==> src/rtl/pipe_hazard_ctrl_pkg.sv <==
// Shared types and constants for the pipeline hazard/redirect/halt controller.
// State encodings are fixed because they are exported on the state port.
package pipe_hazard_ctrl_pkg;

    localparam int DEFAULT_REG_AW = 5;
    localparam int DRAIN_CNT_W    = 4;

    typedef enum logic [1:0] {
        ST_RUN    = 2'd0,
        ST_DRAIN  = 2'd1,
        ST_HALTED = 2'd2
    } state_e;

endpackage

==> src/rtl/pipe_hazard_ctrl_if.sv <==
// Bundle between the pipeline stages (master) and the hazard controller (slave).
import pipe_hazard_ctrl_pkg::*;

interface pipe_hazard_ctrl_if #(
    parameter int REG_AW = DEFAULT_REG_AW,
    parameter int CNT_W  = 32
);
    logic              if_halt;
    logic [REG_AW-1:0] id_rs1;
    logic [REG_AW-1:0] id_rs2;
    logic              id_use_rs1;
    logic              id_use_rs2;
    logic [REG_AW-1:0] ex_rd;
    logic              ex_is_load;
    logic              mem_taken;
    logic [31:0]       mem_target;

    logic              npc_control;
    logic [31:0]       branch_pc;
    logic              pc_stall;
    logic              ifid_stall;
    logic              ifid_flush;
    logic              idex_flush;
    logic              exmem_flush;
    logic              halt;
    logic [1:0]        state;
    logic [CNT_W-1:0]  stall_cnt;
    logic [CNT_W-1:0]  flush_cnt;

    modport master (
        output if_halt, id_rs1, id_rs2, id_use_rs1, id_use_rs2,
               ex_rd, ex_is_load, mem_taken, mem_target,
        input  npc_control, branch_pc, pc_stall, ifid_stall, ifid_flush,
               idex_flush, exmem_flush, halt, state, stall_cnt, flush_cnt
    );

    modport slave (
        input  if_halt, id_rs1, id_rs2, id_use_rs1, id_use_rs2,
               ex_rd, ex_is_load, mem_taken, mem_target,
        output npc_control, branch_pc, pc_stall, ifid_stall, ifid_flush,
               idex_flush, exmem_flush, halt, state, stall_cnt, flush_cnt
    );

endinterface

==> src/rtl/pipe_hazard_ctrl_sat_counter.sv <==
// Event counter that sticks at all-ones instead of wrapping.
module sat_counter #(
    parameter int CNT_W = 32
) (
    input  logic             clk,
    input  logic             rst,
    input  logic             inc_i,
    output logic [CNT_W-1:0] cnt_o
);

    logic [CNT_W-1:0] cnt_q;

    always_ff @(posedge clk) begin
        if (!rst) begin
            cnt_q <= '0;
        end else if (inc_i && (cnt_q != {CNT_W{1'b1}})) begin
            cnt_q <= cnt_q + 1'b1;
        end
    end

    assign cnt_o = cnt_q;

endmodule

==> src/rtl/pipe_hazard_ctrl.sv <==
// Pipeline control: MEM redirects, load-use stalls, halt drain FSM and perf counters.
// Redirect beats load-use beats halt entry; HALTED ignores everything but reset.
import pipe_hazard_ctrl_pkg::*;

module pipe_hazard_ctrl #(
    parameter int REG_AW       = DEFAULT_REG_AW,
    parameter int DRAIN_CYCLES = 4,
    parameter int CNT_W        = 32
) (
    input logic               clk,
    input logic               rst,
    pipe_hazard_ctrl_if.slave bus
);

    state_e                 state_q, state_d;
    logic [DRAIN_CNT_W-1:0] drainCnt_q, drainCnt_d;

    logic        loadUse;
    logic        stallInc;
    logic        flushInc;
    logic        npcControl;
    logic [31:0] branchPc;
    logic        pcStall;
    logic        ifidStall;
    logic        ifidFlush;
    logic        idexFlush;
    logic        exmemFlush;

    assign loadUse = bus.ex_is_load && (bus.ex_rd != {REG_AW{1'b0}}) &&
                     ((bus.id_use_rs1 && (bus.id_rs1 == bus.ex_rd)) ||
                      (bus.id_use_rs2 && (bus.id_rs2 == bus.ex_rd)));

    always_ff @(posedge clk) begin
        if (!rst) begin
            state_q    <= ST_RUN;
            drainCnt_q <= '0;
        end else begin
            state_q    <= state_d;
            drainCnt_q <= drainCnt_d;
        end
    end

    always_comb begin
        state_d    = state_q;
        drainCnt_d = drainCnt_q;
        stallInc   = 1'b0;
        flushInc   = 1'b0;
        npcControl = 1'b0;
        branchPc   = 32'd0;
        pcStall    = 1'b0;
        ifidStall  = 1'b0;
        ifidFlush  = 1'b0;
        idexFlush  = 1'b0;
        exmemFlush = 1'b0;

        unique case (state_q)
            ST_RUN: begin
                if (bus.mem_taken) begin
                    npcControl = 1'b1;
                    branchPc   = bus.mem_target;
                    ifidFlush  = 1'b1;
                    idexFlush  = 1'b1;
                    exmemFlush = 1'b1;
                    flushInc   = 1'b1;
                end else if (loadUse) begin
                    pcStall   = 1'b1;
                    ifidStall = 1'b1;
                    idexFlush = 1'b1;
                    stallInc  = 1'b1;
                end else if (bus.if_halt) begin
                    pcStall    = 1'b1;
                    ifidFlush  = 1'b1;
                    state_d    = ST_DRAIN;
                    drainCnt_d = DRAIN_CNT_W'(DRAIN_CYCLES - 1);
                end
            end
            ST_DRAIN: begin
                // A redirect here means the halting fetch was on the wrong path.
                if (bus.mem_taken) begin
                    npcControl = 1'b1;
                    branchPc   = bus.mem_target;
                    ifidFlush  = 1'b1;
                    idexFlush  = 1'b1;
                    exmemFlush = 1'b1;
                    flushInc   = 1'b1;
                    state_d    = ST_RUN;
                    drainCnt_d = '0;
                end else begin
                    pcStall   = 1'b1;
                    ifidFlush = 1'b1;
                    if (drainCnt_q == '0) begin
                        state_d = ST_HALTED;
                    end else begin
                        drainCnt_d = drainCnt_q - 1'b1;
                    end
                end
            end
            ST_HALTED: begin
                pcStall   = 1'b1;
                ifidFlush = 1'b1;
            end
            default: begin
                state_d = ST_RUN;
            end
        endcase

        if (!rst) begin
            stallInc   = 1'b0;
            flushInc   = 1'b0;
            npcControl = 1'b0;
            branchPc   = 32'd0;
            pcStall    = 1'b0;
            ifidStall  = 1'b0;
            ifidFlush  = 1'b0;
            idexFlush  = 1'b0;
            exmemFlush = 1'b0;
        end
    end

    assign bus.npc_control = npcControl;
    assign bus.branch_pc   = branchPc;
    assign bus.pc_stall    = pcStall;
    assign bus.ifid_stall  = ifidStall;
    assign bus.ifid_flush  = ifidFlush;
    assign bus.idex_flush  = idexFlush;
    assign bus.exmem_flush = exmemFlush;
    assign bus.halt        = (state_q == ST_HALTED) && rst;
    assign bus.state       = state_q;

    sat_counter #(.CNT_W(CNT_W)) u_stall_cnt (
        .clk   (clk),
        .rst   (rst),
        .inc_i (stallInc),
        .cnt_o (bus.stall_cnt)
    );

    sat_counter #(.CNT_W(CNT_W)) u_flush_cnt (
        .clk   (clk),
        .rst   (rst),
        .inc_i (flushInc),
        .cnt_o (bus.flush_cnt)
    );

endmodule
==> src/flat_wrapper.sv <==
// flat-port wrapper written by rule: the top's interface ports become plain ports
module pipe_hazard_ctrl_flat 
#(
    parameter int REG_AW       = DEFAULT_REG_AW,
    parameter int DRAIN_CYCLES = 4,
    parameter int CNT_W        = 32
)
  (clk, rst, bus_if_halt, bus_id_rs1, bus_id_rs2, bus_id_use_rs1, bus_id_use_rs2, bus_ex_rd, bus_ex_is_load, bus_mem_taken, bus_mem_target, bus_npc_control, bus_branch_pc, bus_pc_stall, bus_ifid_stall, bus_ifid_flush, bus_idex_flush, bus_exmem_flush, bus_halt, bus_state, bus_stall_cnt, bus_flush_cnt);
  pipe_hazard_ctrl_if #(.REG_AW(REG_AW), .CNT_W(CNT_W)) bus_i ();
  input logic clk;
  input logic rst;
  input wire logic [$bits(bus_i.if_halt)-1:0] bus_if_halt;
  input wire logic [$bits(bus_i.id_rs1)-1:0] bus_id_rs1;
  input wire logic [$bits(bus_i.id_rs2)-1:0] bus_id_rs2;
  input wire logic [$bits(bus_i.id_use_rs1)-1:0] bus_id_use_rs1;
  input wire logic [$bits(bus_i.id_use_rs2)-1:0] bus_id_use_rs2;
  input wire logic [$bits(bus_i.ex_rd)-1:0] bus_ex_rd;
  input wire logic [$bits(bus_i.ex_is_load)-1:0] bus_ex_is_load;
  input wire logic [$bits(bus_i.mem_taken)-1:0] bus_mem_taken;
  input wire logic [$bits(bus_i.mem_target)-1:0] bus_mem_target;
  output wire logic [$bits(bus_i.npc_control)-1:0] bus_npc_control;
  output wire logic [$bits(bus_i.branch_pc)-1:0] bus_branch_pc;
  output wire logic [$bits(bus_i.pc_stall)-1:0] bus_pc_stall;
  output wire logic [$bits(bus_i.ifid_stall)-1:0] bus_ifid_stall;
  output wire logic [$bits(bus_i.ifid_flush)-1:0] bus_ifid_flush;
  output wire logic [$bits(bus_i.idex_flush)-1:0] bus_idex_flush;
  output wire logic [$bits(bus_i.exmem_flush)-1:0] bus_exmem_flush;
  output wire logic [$bits(bus_i.halt)-1:0] bus_halt;
  output wire logic [$bits(bus_i.state)-1:0] bus_state;
  output wire logic [$bits(bus_i.stall_cnt)-1:0] bus_stall_cnt;
  output wire logic [$bits(bus_i.flush_cnt)-1:0] bus_flush_cnt;
  assign bus_i.if_halt = bus_if_halt;
  assign bus_i.id_rs1 = bus_id_rs1;
  assign bus_i.id_rs2 = bus_id_rs2;
  assign bus_i.id_use_rs1 = bus_id_use_rs1;
  assign bus_i.id_use_rs2 = bus_id_use_rs2;
  assign bus_i.ex_rd = bus_ex_rd;
  assign bus_i.ex_is_load = bus_ex_is_load;
  assign bus_i.mem_taken = bus_mem_taken;
  assign bus_i.mem_target = bus_mem_target;
  assign bus_npc_control = bus_i.npc_control;
  assign bus_branch_pc = bus_i.branch_pc;
  assign bus_pc_stall = bus_i.pc_stall;
  assign bus_ifid_stall = bus_i.ifid_stall;
  assign bus_ifid_flush = bus_i.ifid_flush;
  assign bus_idex_flush = bus_i.idex_flush;
  assign bus_exmem_flush = bus_i.exmem_flush;
  assign bus_halt = bus_i.halt;
  assign bus_state = bus_i.state;
  assign bus_stall_cnt = bus_i.stall_cnt;
  assign bus_flush_cnt = bus_i.flush_cnt;
  pipe_hazard_ctrl #(.REG_AW(REG_AW), .DRAIN_CYCLES(DRAIN_CYCLES), .CNT_W(CNT_W)) u_core (.clk(clk), .rst(rst), .bus(bus_i));
endmodule
==> config.mk <==
export PLATFORM = sky130hd
export DESIGN_NAME = pipe_hazard_ctrl_flat
export DESIGN_NICKNAME = d
export VERILOG_FILES = /design/src/rtl/pipe_hazard_ctrl_pkg.sv /design/src/rtl/pipe_hazard_ctrl_if.sv /design/src/rtl/pipe_hazard_ctrl_sat_counter.sv /design/src/rtl/pipe_hazard_ctrl.sv /design/src/flat_wrapper.sv
export SDC_FILE = /design/constraint.sdc
export NUM_CORES = 1
export LEC_CHECK = 0
export BUFFER_PORTS_ARGS = -buffer_cell sky130_fd_sc_hd__buf_2
export CAP_MARGIN = 25
export CORE_MARGIN = 4
export CORE_UTILIZATION = 45
export DETAILED_ROUTE_END_ITERATION = 6
export GPL_TIMING_DRIVEN = 1
export PLACE_DENSITY = 0.87
export SETUP_SLACK_MARGIN = 0.4
export SLEW_MARGIN = 10
export SYNTH_ARGS = -nofsm -noshare
export SYNTH_HDL_FRONTEND = slang
export SYNTH_HIERARCHICAL = 1
export SYNTH_SLANG_ARGS = --single-unit
==> constraint.sdc <==
create_clock -name clk -period 3.2 [get_ports clk]
set_input_delay 0.96 -clock clk [delete_from_list [all_inputs] [get_ports clk]]
set_output_delay 0.96 -clock clk [all_outputs]
set_load 0.01 [all_outputs]
==> reports/qor.txt <==
htree depth - 3
largest net degree at the start of global routing - 40
Synth area leader - dfxtp_1
Tmin final - 3.33 ns
initial antenna violation count - 0
Multi-input gate area - 0.00320 mm^2
DR vias - 4,970
GRT Util Overall - 22.5%
sequential area share after synthesis - 32.1%
First DRT Iteration DRCs - 197
via/cell ratio - 5.88
max-slew violations - 0
post-synthesis net count - 586
WS Path Type - primary input to primary output
run status - finished, violations left
CTS tree - built
Peak VDD IR - 0.000222 V
gr ovfl total - 0
CP Capture Type - primary output
Synth Flop Type - dfxtp_1
number of flops mapped to enable cells by yosys - 0
worst skew pair latency - 0.35 ns
Longest Clk Path Bufs - 2
Post-DRT Antenna Nets - 0
Slew @ Worst Pin - 0.672 ns
share of cells above drive strength 1 - 43.3%
final hold vios - 0
number of diodes - 0
Hold Crit Class - register to register
WL final - 14.8 mm
fillers - 686
num ports - 159
hold slack - 0.505 ns
Synth Register Bits - 70
crit path launch type - primary input
# port buffers - 158
top-count cell post-synth - dfxtp_1
post-synthesis cell type count - 62
die height - 107 um
WL per Instance - 17.5 um
Residual DRC - 0
CP max FO - 3
Clock Pin Slew Worst Setup and Hold Paths - 0.07 ns
clock root cell - clkbuf_8
Post-synth top cells - dfxtp_1 (70), nand2_1 (47), and2_1 (38)
Mean Syn Cell Area - 8.34 um^2
Static Leak - 2.66 nW
Max Cap Violations - 0
die span in x - 107 um
maximum clock frequency - 300 MHz
Setup WS pre-CTS - -0.193 ns
Synth area leaders - dfxtp_1 (32%), and2_1 (5.4%), a21oi_1 (4.1%)
Post-DP Area - 0.00543 mm^2
Final nets - 773
FF/Latch Area - 0.00141 mm^2
Core Rows - 35
slew margin rel. - 54.7%
number of CTS-inserted buffers - 9
CP required - 2.24 ns
RSZ-0062 raised after global routing - yes
worst path arrival time - 2.37 ns
CTS Hold Bufs - 0
Die ar. - 0.0114 mm^2
GP Congestion - 0.947
share of async-settable or async-resettable flops after synthesis - 0%
Ys Warns - 6
clock skew - 0.0144 ns
Initial Util - 46.9%
first-pass GRT wire length - 21.4 mm
area delta synth->final - 48.0%
vias in the first global route - 4,644
Cell Pwr Density - 314 mW/mm^2
endpoints failing setup - 4
Design Area, Final - 0.00647 mm^2
fin worst setup slack - -0.130 ns
Synth top area share - 32.1%
Pre-antenna DRT Iters - 5
synthesized instance count - 524
failing checks - setup timing
Core Area - 0.00933 mm^2
final worst-path cycle share - 104%
hpwl dp - 9.74 mm
Sink Count - 70
Post-Syn Area - 0.00437 mm^2
power by group:
part	switching (W)	internal, W	total (W)
Clock	0.000334	0.000459	0.000793
Sequential	0.0000101	0.000878	0.000888
Combinational	0.000168	0.000183	0.000351
Total	0.000512	0.00152	0.00203
what timing repair did:
action                                  CTS  global route
resized for setup                        25           111
buffers inserted                          5             9
endpoints found under the setup margin   47            64
pin swaps                                14            29
gates cloned                              1             4
worst max-delay path, stage by stage:
cell and delay [ns]:
buf_8 0.11, or4_4 0.55, o21a_4 0.24, and2_4 0.15
a31o_4 0.24, buf_6 0.12
stage by stage:
stage	TNS [ns]	std cells	power [W]	util, %
finish	-0.390	845	0.00203	69.4
global route	-0.524	845	0.00210	69.4
CTS	-0.269	832	0.00196	62.4
detailed placement	-1.46	810	0.00117	58.3
global placement	-0.505	810	0.00116	58.3
floorplan	0	524	0.00106	-
layout make-up:
| class | count | share of cell area (%) |
|---|---|---|
| tap | 129 | 2.49 |
| clock buffer | 12 | 2.24 |
| clock inverter | 4 | 1.08 |
| inverter | 13 | 0.754 |
| sequential | 70 | 21.7 |
| multi-input combinational | 415 | 49.5 |
| timing repair buffer | 202 | 22.2 |
flip-flops by register name, summed over array words and instances, names as in the netlist:
name	flops
u_core/u_flush_cnt/cnt_o	32
u_core/drainCnt_q	4
u_core/u_stall_cnt/cnt_o	32
u_core/bus.state	2
placed cells by master (no fill, tap or decap), types with 4 or more instances in the layout:
master,instances
inv_1,11
xnor2_1,8
or4_1,17
clkbuf_8,10
nand4_1,18
xnor2_2,8
o21a_1,5
o21ai_0,16
and3_1,4
nor2b_1,5
ha_1,6
nor3_1,4
a21oi_1,28
o31ai_1,21
or4_4,7
nand3_1,21
mux2i_1,12
buf_2,130
and2_1,17
or3_1,13
and2_4,21
nand2_1,44
a21oi_2,8
nand2b_1,15
nor2_1,18
dfxtp_1,68
buf_6,42
and4_1,11
nor4_1,6
buf_4,23
cells by family after synthesis:
group           after synthesis  synth area share (%)
simple gates                252                  34.7
mux                          12                  2.75
fa+ha+maj                     8                  2.29
compound gates              123                  19.7
xor+xnor                     19                  3.81
flops                        70                  32.1
buf+inv                      40                  4.69
per-layer routing:
metal  part of all wire, %  global-route usage [%]
met5                     0                       0
met4                   1.9                    6.85
met3                   6.4                    6.01
met2                    52                    40.4
met1                    40                    26.0
path summary, 6_finish.rpt:
check                                                                from                                        end  slack, ns  depth (start not counted)
worst min register to register  u_core/u_flush_cnt/cnt_o[27]$_SDFFE_PN0P_  u_core/u_flush_cnt/cnt_o[27]$_SDFFE_PN0P_       0.51                          2
worst max-delay path                                         bus_ex_rd[4]                             bus_idex_flush      -0.13                          6
worst max register to register           u_core/bus.state[0]$_SDFFE_PN0P_  u_core/u_stall_cnt/cnt_o[25]$_SDFFE_PN0P_       0.51                         11
worst min-delay path            u_core/u_flush_cnt/cnt_o[27]$_SDFFE_PN0P_  u_core/u_flush_cnt/cnt_o[27]$_SDFFE_PN0P_       0.51                          2
(Power assumes the default switching activity.)
